`src/rtl/pc_seq_pkg.sv`:
```
// ============================================================================
// Module      : pc_seq_pkg
// Description : Shared types and branch-target table for the PC sequencer.
// Revision    : 1.0 - initial release
// ============================================================================
`default_nettype none

package pc_seq_pkg;

    typedef enum logic [1:0] {
        IDLE   = 2'd0,
        RUN    = 2'd1,
        BRANCH = 2'd2,
        DONE   = 2'd3
    } pc_state_t;

    localparam int N_TARGETS = 17;

    localparam int TARGET_TABLE [N_TARGETS] = '{
        10, 30, 39, 48, 56, 61, 64, 71, 78,
        85, 91, 108, 116, 125, 133, 138, 141
    };

    function automatic logic is_mapped(input int unsigned idx);
        return (idx < N_TARGETS);
    endfunction

endpackage

`default_nettype wire

```
`src/rtl/pc_seq_ctrl_if.sv`:
```
// ============================================================================
// Module      : pc_seq_ctrl_if
// Description : Control/fetch bundle of the PC sequencer. bad_target exists
//               only when PC_SEQ_BAD_TARGET_TRAP_EN is defined.
// Revision    : 1.0 - initial release
// ============================================================================
`default_nettype none

interface pc_seq_ctrl_if #(
    parameter int D      = 12,
    parameter int LUT_AW = 5
);
    logic              start;
    logic              stall;
    logic              halt;
    logic              branch_en;
    logic              branch_cond;
    logic [LUT_AW-1:0] lut_idx;
    logic [D-1:0]      prog_ctr;
    logic              fetch_valid;
    logic              flush;
    logic              busy;
    logic              done;
`ifdef PC_SEQ_BAD_TARGET_TRAP_EN
    logic              bad_target;

    modport master (
        output start, stall, halt, branch_en, branch_cond, lut_idx,
        input  prog_ctr, fetch_valid, flush, busy, done, bad_target
    );

    modport slave (
        input  start, stall, halt, branch_en, branch_cond, lut_idx,
        output prog_ctr, fetch_valid, flush, busy, done, bad_target
    );
`else
    modport master (
        output start, stall, halt, branch_en, branch_cond, lut_idx,
        input  prog_ctr, fetch_valid, flush, busy, done
    );

    modport slave (
        input  start, stall, halt, branch_en, branch_cond, lut_idx,
        output prog_ctr, fetch_valid, flush, busy, done
    );
`endif
endinterface

`default_nettype wire

```
`src/rtl/pc_target_lut.sv`:
```
// ============================================================================
// Module      : pc_target_lut
// Description : Combinational branch-target lookup; unmapped indices give 0.
// Revision    : 1.0 - initial release
// ============================================================================
`default_nettype none

module pc_target_lut
    import pc_seq_pkg::*;
#(
    parameter int D      = 12,
    parameter int LUT_AW = 5
) (
    input  wire logic [LUT_AW-1:0] lut_idx_i,
    output logic      [D-1:0]      target_o
);

    always_comb begin
        target_o = '0;
        for (int i = 0; i < N_TARGETS; i++) begin
            if (32'(lut_idx_i) == i) begin
                target_o = D'(TARGET_TABLE[i]);
            end
        end
    end

endmodule

`default_nettype wire

```
`src/rtl/pc_seq_ctrl.sv`:
```
// ============================================================================
// Module      : pc_seq_ctrl
// Description : Fetch-stage PC sequencer with one-cycle branch bubble.
//               Optional macro PC_SEQ_BAD_TARGET_TRAP_EN traps unmapped targets.
// Revision    : 1.0 - initial release
// ============================================================================
`default_nettype none

module pc_seq_ctrl
    import pc_seq_pkg::*;
#(
    parameter int D          = 12,
    parameter int LUT_AW     = 5,
    parameter int START_ADDR = 0
) (
    input wire logic     Clk,
    input wire logic     Reset_n,
    pc_seq_ctrl_if.slave bus
);

    localparam logic [D-1:0] C_START  = D'(START_ADDR);
    localparam logic [D-1:0] C_PC_MAX = {D{1'b1}};

    pc_state_t      state_q, state_d;
    logic [D-1:0]   pc_q, pc_d;
    logic           fetch_valid_q, fetch_valid_d;
    logic           flush_q, flush_d;
    logic           busy_q, busy_d;
    logic           done_q, done_d;
    logic [D-1:0]   w_target;
    logic           w_taken;
    logic           w_trap;

    pc_target_lut #(
        .D      (D),
        .LUT_AW (LUT_AW)
    ) u_target_lut (
        .lut_idx_i (bus.lut_idx),
        .target_o  (w_target)
    );

    assign w_taken = bus.branch_en & bus.branch_cond;

`ifdef PC_SEQ_BAD_TARGET_TRAP_EN
    logic bad_target_q, bad_target_d;
    assign w_trap         = ~is_mapped(32'(bus.lut_idx));
    assign bus.bad_target = bad_target_q;
`else
    assign w_trap = 1'b0;
`endif

    always_comb begin
        state_d = state_q;
        pc_d    = pc_q;
`ifdef PC_SEQ_BAD_TARGET_TRAP_EN
        bad_target_d = bad_target_q;
`endif
        unique case (state_q)
            IDLE, DONE: begin
                if (bus.start) begin
                    state_d = RUN;
                    pc_d    = C_START;
`ifdef PC_SEQ_BAD_TARGET_TRAP_EN
                    bad_target_d = 1'b0;
`endif
                end
            end
            RUN: begin
                // A stalled cycle defers halt/branch decisions to the next cycle.
                if (!bus.stall) begin
                    if (bus.halt) begin
                        state_d = DONE;
                    end else if (w_taken) begin
                        if (w_trap) begin
                            state_d = DONE;
`ifdef PC_SEQ_BAD_TARGET_TRAP_EN
                            bad_target_d = 1'b1;
`endif
                        end else begin
                            state_d = BRANCH;
                            pc_d    = w_target;
                        end
                    end else if (pc_q == C_PC_MAX) begin
                        state_d = DONE;
                    end else begin
                        pc_d = pc_q + 1'b1;
                    end
                end
            end
            BRANCH: begin
                state_d = RUN;
            end
            default: begin
                state_d = IDLE;
            end
        endcase

        // Outputs are decoded from the next state so they register alongside it.
        fetch_valid_d = (state_d == RUN);
        flush_d       = (state_d == BRANCH);
        busy_d        = (state_d == RUN) || (state_d == BRANCH);
        done_d        = (state_d == DONE);
    end

    always_ff @(posedge Clk or negedge Reset_n) begin
        if (!Reset_n) begin
            state_q       <= IDLE;
            pc_q          <= C_START;
            fetch_valid_q <= 1'b0;
            flush_q       <= 1'b0;
            busy_q        <= 1'b0;
            done_q        <= 1'b0;
`ifdef PC_SEQ_BAD_TARGET_TRAP_EN
            bad_target_q  <= 1'b0;
`endif
        end else begin
            state_q       <= state_d;
            pc_q          <= pc_d;
            fetch_valid_q <= fetch_valid_d;
            flush_q       <= flush_d;
            busy_q        <= busy_d;
            done_q        <= done_d;
`ifdef PC_SEQ_BAD_TARGET_TRAP_EN
            bad_target_q  <= bad_target_d;
`endif
        end
    end

    assign bus.prog_ctr    = pc_q;
    assign bus.fetch_valid = fetch_valid_q;
    assign bus.flush       = flush_q;
    assign bus.busy        = busy_q;
    assign bus.done        = done_q;

endmodule

`default_nettype wire
```
`src/flat_wrapper.sv`:
```
// flat-port wrapper written by rule: the top's interface ports become plain ports
module pc_seq_ctrl_flat import pc_seq_pkg::*;
#(
    parameter int D          = 12,
    parameter int LUT_AW     = 5,
    parameter int START_ADDR = 0
)
  (Clk, Reset_n, bus_start, bus_stall, bus_halt, bus_branch_en, bus_branch_cond, bus_lut_idx, bus_prog_ctr, bus_fetch_valid, bus_flush, bus_busy, bus_done);
  pc_seq_ctrl_if #(.D(D), .LUT_AW(LUT_AW)) bus_i ();
  input wire logic Clk;
  input wire logic Reset_n;
  input wire logic [$bits(bus_i.start)-1:0] bus_start;
  input wire logic [$bits(bus_i.stall)-1:0] bus_stall;
  input wire logic [$bits(bus_i.halt)-1:0] bus_halt;
  input wire logic [$bits(bus_i.branch_en)-1:0] bus_branch_en;
  input wire logic [$bits(bus_i.branch_cond)-1:0] bus_branch_cond;
  input wire logic [$bits(bus_i.lut_idx)-1:0] bus_lut_idx;
  output wire logic [$bits(bus_i.prog_ctr)-1:0] bus_prog_ctr;
  output wire logic [$bits(bus_i.fetch_valid)-1:0] bus_fetch_valid;
  output wire logic [$bits(bus_i.flush)-1:0] bus_flush;
  output wire logic [$bits(bus_i.busy)-1:0] bus_busy;
  output wire logic [$bits(bus_i.done)-1:0] bus_done;
  assign bus_i.start = bus_start;
  assign bus_i.stall = bus_stall;
  assign bus_i.halt = bus_halt;
  assign bus_i.branch_en = bus_branch_en;
  assign bus_i.branch_cond = bus_branch_cond;
  assign bus_i.lut_idx = bus_lut_idx;
  assign bus_prog_ctr = bus_i.prog_ctr;
  assign bus_fetch_valid = bus_i.fetch_valid;
  assign bus_flush = bus_i.flush;
  assign bus_busy = bus_i.busy;
  assign bus_done = bus_i.done;
  pc_seq_ctrl #(.D(D), .LUT_AW(LUT_AW), .START_ADDR(START_ADDR)) u_core (.Clk(Clk), .Reset_n(Reset_n), .bus(bus_i));
endmodule
```
`config.mk`:
```
export PLATFORM = sky130hd
export DESIGN_NAME = pc_seq_ctrl_flat
export DESIGN_NICKNAME = d
export VERILOG_FILES = /design/src/rtl/pc_seq_pkg.sv /design/src/rtl/pc_seq_ctrl_if.sv /design/src/rtl/pc_target_lut.sv /design/src/rtl/pc_seq_ctrl.sv /design/src/flat_wrapper.sv
export SDC_FILE = /design/constraint.sdc
export NUM_CORES = 1
export LEC_CHECK = 0
export BUFFER_PORTS_ARGS = -buffer_cell sky130_fd_sc_hd__buf_2
export CAP_MARGIN = 20
export CORE_MARGIN = 2
export CORE_UTILIZATION = 53
export DETAILED_ROUTE_END_ITERATION = 8
export PLACE_DENSITY = 0.75
export SLEW_MARGIN = 20
export SYNTH_ARGS = -nofsm -noshare
export SYNTH_HDL_FRONTEND = slang
export SYNTH_SLANG_ARGS = --single-unit
```
`constraint.sdc`:
```
create_clock -name Clk -period 2.3 [get_ports Clk]
set_input_delay 0.23 -clock Clk [delete_from_list [all_inputs] [get_ports Clk]]
set_output_delay 0.23 -clock Clk [all_outputs]
set_load 0.01 [all_outputs]
```
[Word-level counts from Yosys, hierarchy flattened]
Index checks and enable logic that the tools add are counted.
Word-level totals
  logic and storage cells: 70
  output and inout port bits: 16
  register bits: 18
Operators by class
  $add $sub $neg: 1
  multiplexer cells: 29
  bitwise logic cells: 1
  eq/ne operators: 27
  reduce and logical (&&, ||, !) cells: 6
Operators by type and width (number)
  two-way mux 12 bit: 21
  equality test 5 x 4 -> 1 bit, second input constant: 8
  case mux 12 bit (2 select lines): 1
  equality test 5 x 3 -> 1 bit, second input constant: 4
  adder 12 x 1 -> 12 bit, second input constant: 1
  equality test 12 bit, second input constant: 1
  equality test 5 x 2 -> 1 bit, second input constant: 2
  two-way mux 2 bit: 5
  equality test 2 bit, second input constant: 4
  inequality test 2 bit, second input constant: 3
  case mux 2 bit (3 select lines): 1
  equality test 5 x 1 -> 1 bit, second input constant: 1
  equality test 5 bit, second input constant: 1
  logical NOT 5 bit: 1
  AND reduction 5 bit: 1
  equality test 2 x 1 -> 1 bit, second input constant: 2
  two-way mux 4 bit: 1
  inequality test 3 x 2 -> 1 bit, second input constant: 1
  logical NOT 2 bit: 1
  nonzero test 2 bit: 1
  OR reduction 2 bit: 1
  bitwise AND 1 bit: 1
  logical OR 1 bit: 1

[Logic depth before layout (Yosys ltp)]
Gate-level depths: netlist of run 1.
  word-level depth: 22
  depth in mapped cells: 9
  depth with buffers taken out: 8

[Cells and area by module]
A second synthesis of run 1 with hierarchy kept.
Unflattened totals
  cells, all modules: 181
  area, all modules: 1495.2 um^2
By module, submodules not included
  pc_seq_ctrl: instances 1, area an instance 1214.9 um^2, cells each 134
  pc_target_lut: instances 1, area an instance 280.3 um^2, cells each 47

[Worst setup path before layout of run 1]
Ideal clock, no wire load.
  path kind: register -> register
  from: register u_core.pc_q[0] (netlist: u_core.bus.prog_ctr[0])
  to: register u_core.busy_q (netlist: u_core.bus.busy)
  data arrival time: 1.714 ns
  path slack: 0.473 ns
  cell stages (with the launch flop): 8
  clock period less this slack: 1.827 ns
  path buffers: 0
  required time: 2.187 ns
  cells stage by stage: dfrtp_1 ha_1 nand4_2 nor3_2 o31a_1 o32a_1 ha_1 inv_1
On the way
  cells in the longest elaborated chain, start to end: 8
  elaborated cells between the ends (all ways): 9
  classes of those cells: eq/ne (3); mux (5); reduce/logical (1)
Ends and longest elaborated chain
  from (decl): RTL line pc_seq_ctrl.sv:25  | logic [D-1:0] pc_q, pc_d;
  from (signal assigned): RTL line pc_seq_ctrl.sv:118  | pc_q <= pc_d;
  equality test 12 bit *: RTL line pc_seq_ctrl.sv:83  | end else if (pc_q == C_PC_MAX) begin
  two-way mux 2 bit *: RTL line pc_seq_ctrl.sv:83
  two-way mux 2 bit *: RTL line pc_seq_ctrl.sv:73  | end else if (w_taken) begin
  two-way mux 2 bit *: RTL line pc_seq_ctrl.sv:71  | if (bus.halt) begin
  two-way mux 2 bit *: RTL line pc_seq_ctrl.sv:70  | if (!bus.stall) begin
  case mux 2 bit (3 select lines) *: RTL line pc_seq_ctrl.sv:58  | unique case (state_q)
  via u_core.state_d[0]: RTL line pc_seq_ctrl.sv:24  | pc_state_t state_q, state_d;
  equality test 2 x 1 -> 1 bit / equality test 2 bit (equally long branches): RTL line pc_seq_ctrl.sv:101  | busy_d = (state_d == RUN) || (state_d == BRANCH);
  logical OR 1 bit *: RTL line pc_seq_ctrl.sv:101
  via u_core.busy_d: RTL line pc_seq_ctrl.sv:28  | logic busy_q, busy_d;
  to (signal assigned): RTL line pc_seq_ctrl.sv:121  | busy_q <= busy_d;
  to (decl): RTL line pc_seq_ctrl.sv:28
The timed path passes the listed nets; every way through them passes the cells marked *.
A chain may end at the register's enable or synchronous reset.

[Worst setup path in the final report of run 1]
Ends and elaborated chain as after synthesis.

==> results of run 1 <==
-- through the flow --
step | instance area (um^2) | total power [W]
2_1_floorplan | 1270 | 0.00109
4_1_cts | 1440 | 0.00150
3_3_place_gp | 1400 | 0.00126
3_5_place_dp | 1400 | 0.00129
6_report | 1440 | 0.00150
5_1_grt | 1440 | 0.00162
-- flip-flops by register name (all words and copies together), names as in the netlist --
name and flops:
u_core.bus.busy 1, u_core.bus.done 1, u_core.bus.fetch_valid 1, u_core.bus.flush 1, u_core.bus.prog_ctr 12, u_core.state_q 2
-- per-layer routing --
layer | vias up | GRT usage (%) | part of all wire (%)
met1 | 588 | 33.1 | 47
met3 | 7 | 2.54 | 5.7
met5 | - | 0 | 0
li1 | 610 | - | -
met4 | 0 | 10.3 | 1.7
met2 | 51 | 36.3 | 46
-- Yosys cell counts, types with 2 or more instances --
cell type  number
nor2b_1         3
inv_1          10
buf_2           5
ha_1            6
a22oi_1         2
nor3_1          4
o41ai_1         2
a31oi_1         3
dfrtp_1        18
nand2_1         9
o31ai_1         2
o32a_1          2
nor2_1         17
and3_1          2
and2_1          2
nand3_1         7
nand2b_1        3
a32oi_1         2
o21ai_0         8
o22ai_1         2
a221oi_1        2
a21oi_1         7
o21ai_1        12
nor4_1          2
or3_1           3
-- report_power, final --
part / internal (W) / switching (W) / total [W] / leakage (nW)
logic: 0.000320 / 0.000463 / 0.000783 / 0.413
registers: 0.000415 / 0.0000948 / 0.000510 / 0.238
clock network: 0.0000968 / 0.000108 / 0.000205 / 0.0210
total: 0.000832 / 0.000666 / 0.00150 / 0.673
-- worst register-to-register path: stages, from the launching register on --
cell	delay (ns)
dfrtp_1	0.45
ha_1	0.28
nand4_2	0.13
nor3_2	0.09
o31a_1	0.25
o32a_1	0.34
ha_1	0.30
inv_1	0.04
-- area by class of cell --
class / instances / area (um^2)
Clock buffer: 4 / 36.3
Sequential cell: 18 / 450
Inverter: 10 / 37.5
Tap cell: 28 / 35.0
Multi-Input combinational cell: 118 / 739
Fill cell: 205 / 790
Timing Repair Buffer: 28 / 145
-- layout by cell type (no fill, tap or decap), types with 3 or more instances in the layout --
| cell type | n |
|---|---|
| or3_1 | 3 |
| nand3_1 | 7 |
| nand2_1 | 9 |
| nand2b_1 | 3 |
| buf_2 | 27 |
| a21oi_1 | 7 |
| o21ai_0 | 8 |
| inv_1 | 10 |
| ha_1 | 6 |
| dfrtp_1 | 18 |
| nor2b_1 | 3 |
| nor2_1 | 17 |
| a31oi_1 | 3 |
| nor3_1 | 4 |
| clkbuf_4 | 3 |
| o21ai_1 | 12 |
-- timing repair --
item | CTS | global route
hold buffers | 1 | 0
endpoints found under the setup margin | 0 | 0
endpoints found under the hold margin | 18 | 0
resized for setup | 0 | 0
-- final timing paths --
kind | from | cells after the start | slack [ns] | endpoint
min | bus_lut_idx[4] | 4 | 0.37 | u_core.bus.prog_ctr[3]$_DFFE_PN0P_
max | u_core.bus.prog_ctr[0]$_DFFE_PN0P_ | 7 | 0.32 | u_core.bus.busy$_DFF_PN0_
max reg2reg | u_core.bus.prog_ctr[0]$_DFFE_PN0P_ | 7 | 0.32 | u_core.bus.busy$_DFF_PN0_
min in group asynchronous | Reset_n | 2 | 0.38 | u_core.bus.prog_ctr[9]$_DFFE_PN0P_
max in group asynchronous | Reset_n | 2 | 1.64 | u_core.bus.prog_ctr[2]$_DFFE_PN0P_
min reg2reg | u_core.bus.prog_ctr[11]$_DFFE_PN0P_ | 1 | 0.52 | u_core.bus.prog_ctr[11]$_DFFE_PN0P_
-- logic make-up (layout without fill, tap and decap cells) --
logic type | Yosys count | count (layout) | synth area share, %
simple gates | 56 | 56 | 22.4
flops | 18 | 18 | 35.5
fa+ha+maj | 6 | 6 | 5.92
xor+xnor | 1 | 1 | 0.691
compound gates | 53 | 53 | 27.6
buf+inv | 17 | 42 | 6.12
mux | 2 | 2 | 1.68
==> flow_summary.toml, run 1 <==
[yosys]
ys_seq_area_share_pct = 35.5
async_flop_share_pct = 100
ys_types = 43
synth_area_leaders = "dfrtp_1, ha_1, nor2_1, o21ai_1, o21ai_0"
synth_enable_flop_cells = 0
synth_top_area_share_pct = 35.5
netlist_area_um2 = 1270
synth-seq-cells = 18
synth_largest_area_cell = "dfrtp_1"
syn_area_per_cell_um2 = 8.28
synthesis.yosys.warnings = 0
synthFlopType = "dfrtp_1"
syn_inst = 153
synthesis.nets = 171

[die]
die_h_um = 52.9
rows = 17
core-area_um2 = 2230
io_pins = 28
start_util_pct = 56.8
dieArea_um2 = 2800
die_x_um = 52.9

[clock_network]
cts_made_buffers = 3
htree_num_levels = 1
cts.path.max_buffers = 2
clk_latency_ns = 0.31
cts_tree = "done"
cts_sinks = 18
root_buffer = "clkbuf_4"
clkTransAtPathRegs_ns = 0.11
postCtsSetupBuffers = 0

[layout]
nNetsFinal = 197
drive_gt1_share_pct = 19.7
finalNonFillerCells = 206
fin_util_pct = 64.6
diodes = 0
syn2layout_area_growth_pct = 13.9

[sta]
max_freq_mhz = 506
slew_viol_final = 0
finalCriticalPeriod_ns = 1.98
fin_ws_ns = 0.324
rsz0062_at_grt = "false"
worst_pin_slew_ns = 0.428
period_share_pct = 85.9
fin_worst_skew_ns = 0.00219
setup_viol = 0
fin_hold_ws_ns = 0.370
hold_viol_final = 0
slew_headroom_pct = 71.4
tns_ns = 0

[detailed_routing]
via_count = 1256
ant_nets = 0
dr.pass1.iters = 4
drcViolationCount = 0
totalWireLength_um = 2960
wl_per_cell_um = 14.4
drt_iter0_markers = 29
viasPerCell = 6.10

[global_route]
grt_usage_pct = 23.5
grt_pass1_vias = 1068
grt_start_max_net_pins = 19
overflow = 0
grt_pass1_wl_um = 4890
antenna_found_initial = 0

[worst_setup_path]
path_buf_inv = 1
crit_path_max_incr_delay_ns = 0.45
cp_top_family = "compound AO/OA/AOI/OAI gates"
path_max_fanout = 5
crit_arrival_ns = 2.19
cp_common_cell = "ha_1"
critPathKind = "flip-flop to flip-flop"
startpoint_type = "flip-flop"
cp_data_required_time_ns = 2.51
endpoint_kind = "flip-flop"
cp_slowest_cell = "dfrtp_1"
path_cells = "ha_1 > nand4_2 > nor3_2 > o31a_1 > o32a_1 > ha_1 > inv_1"

[power_and_ir_drop]
p_per_area_nw_per_um2 = 1040
p_leak_nw = 0.673
irDropWorstVdd_mv = 0.839

[worst_hold_path]
min_path_type = "primary input to flip-flop"

[place]
hpwl_um = 2140
io_buffer_count = 27
pre_cts_slack_ns = 0.356
gp_congestion = 0.885
place_inst = 201

[status]
status = "complete, no violations"

[job]
max_cap_viol_count = 0
Note: power is estimated with default switching activity, not from simulation.
==> inputs of run 2 (changes only) <==
==> constraint.sdc (replaced) <==
create_clock -name Clk -period 2.3 [get_ports Clk]
set_input_delay 0.46 -clock Clk [delete_from_list [all_inputs] [get_ports Clk]]
set_output_delay 0.46 -clock Clk [all_outputs]
set_load 0.01 [all_outputs]
==> run 2 against run 1 <==
- fmax increased by 2.5%
- flip-flop and latch count stayed put
- non-clock buffer count did not move
- wire length hardly changed
- power shrank 3.6%
- cell area decreased by 1.1%
- global-route usage is 0.48 points higher
- sequential power barely moved
- combinational power shrank 0.5%
==> flow_summary.toml, run 2 (synthesis results as in run 1) <==
[detailed_routing]
drcViolationCount = 0
drt_iter0_markers = 47
wl_per_cell_um = 14.4
via_count = 1240
viasPerCell = 6.05
totalWireLength_um = 2960
ant_nets = 0
dr.pass1.iters = 4

[worst_setup_path]
endpoint_kind = "flip-flop"
path_max_fanout = 5
crit_arrival_ns = 2.12
startpoint_type = "flip-flop"
critPathKind = "flip-flop to flip-flop"
rrSetupSlack_ns = 0.37
cp_data_required_time_ns = 2.49

[power_and_ir_drop]
pwr-share-comb_pct = 54.0
seq_power_share_pct = 35.3
p_int_w = 0.000796
p_switching_w = 0.000647
irDropWorstVdd_mv = 0.840
p_per_area_nw_per_um2 = 1010
power_w = 0.00144
p_leak_nw = 0.666
switching_share_pct = 44.8
p_clk_share_pct = 10.8

[clock_network]
cts_sinks = 18
cts_made_buffers = 3
postCtsSetupBuffers = 0
hold_buffers = 0
clkTransAtPathRegs_ns = 0.11
cts_tree = "done"
cts.path.max_buffers = 2
cts.repair.resized = 0
htree_num_levels = 1
root_buffer = "clkbuf_4"
clk_latency_ns = 0.30

[global_route]
grt_pass1_vias = 1180
grt_pass1_wl_um = 4990
grt_start_max_net_pins = 19
overflow = 0
grt_usage_pct = 24.0
antenna_found_initial = 0

[sta]
period_share_pct = 83.9
slew_viol_final = 0
worst_pin_slew_ns = 0.405
setup_viol = 0
tns_ns = 0
hold_viol_final = 0
max_freq_mhz = 518
finalCriticalPeriod_ns = 1.93
fin_worst_skew_ns = 0.0150
rsz0062_at_grt = "false"
slew_headroom_pct = 73.0

[layout]
final_common_cell = "buf_2"
nNetsFinal = 197
syn2layout_area_growth_pct = 12.6
finalNonFillerCells = 205
largest_reg_flops = 12
fin_area_um2 = 1430
diodes = 0
fin_util_pct = 63.9
layout_common_cells = "buf_2, dfrtp_1, nor2_1"
drive_gt1_share_pct = 19.8

[die]
core-area_um2 = 2230
dieArea_um2 = 2800
rows = 17
die_h_um = 52.9
start_util_pct = 56.8
die_x_um = 52.9
io_pins = 28

[status]
status = "complete, no violations"

[job]
max_cap_viol_count = 0

[place]
io_buffer_count = 27
placed_area_um2 = 1410
hpwl_um = 2230
gp_congestion = 0.876
place_inst = 202

[worst_hold_path]
min_path_type = "primary input to asynchronous set/reset pin"
run 2: cell types whose count changed in the layout (fill, tap and decap cells not counted), sizes merged:
cell	previous run	this run
buf	27	28
clkbuf	4	3
dlygate4sd3	1	0
run 2: routing by layer:
metal	share of wire, %	wire, um	vias up	GRT usage, %
li1	-	-	611	-
met2	48	1410	51	39.8
met3	6.6	194	0	5.93
met1	46	1360	578	31.3
met4	0	0	0	5.56
met5	0	0	-	0
run 2: final timing paths:
path / from / to / depth (start not counted)
setup / recovery: u_core.bus.prog_ctr[0]$_DFFE_PN0P_ / u_core.bus.busy$_DFF_PN0_ / 7
hold / removal: Reset_n / u_core.bus.prog_ctr[11]$_DFFE_PN0P_ / 1
hold reg to reg: u_core.bus.prog_ctr[11]$_DFFE_PN0P_ / u_core.bus.prog_ctr[11]$_DFFE_PN0P_ / 1
min in group Clk: u_core.bus.prog_ctr[11]$_DFFE_PN0P_ / u_core.bus.prog_ctr[11]$_DFFE_PN0P_ / 1
setup reg to reg: u_core.bus.prog_ctr[0]$_DFFE_PN0P_ / u_core.bus.busy$_DFF_PN0_ / 7
max in group asynchronous: Reset_n / u_core.bus.prog_ctr[0]$_DFFE_PN0P_ / 1
run 2: metrics by stage:
| step | hold slack [ns] | worst slack (ns) |
|---|---|---|
| floorplan | 0.164 | 0.473 |
| global placement | 0.412 | 0.385 |
| detailed placement | 0.411 | 0.387 |
| CTS | 0.0815 | 0.366 |
| global route | 0.0968 | 0.217 |
| finish | 0.0710 | 0.371 |
run 2: final cells by class:
class / instances / area, um^2
clock buffers: 3 / 22.5
well taps: 28 / 35.0
multi-input cells: 118 / 739
inverters: 10 / 37.5
repair buffers: 28 / 143
flip-flops and latches: 18 / 450
fillers: 214 / 806
run 2: worst max-delay path, cell delays in order, from the launching register on:
cell and delay, ns:
dfrtp_1 0.43, ha_1 0.27, nand4_2 0.12, nor3_2 0.09, o31a_1 0.25, o32a_1 0.34, ha_1 0.30, inv_1 0.04
run 2: power groups by stage:
stage	logic [W]	registers, W	clock network, W
after CTS	0.000781	0.000505	0.000159
after floorplan	0.000552	0.000535	0
final	0.000779	0.000509	0.000156
after global placement	0.000748	0.000508	0
after detailed placement	0.000776	0.000512	0
after global routing	0.000868	0.000520	0.000183
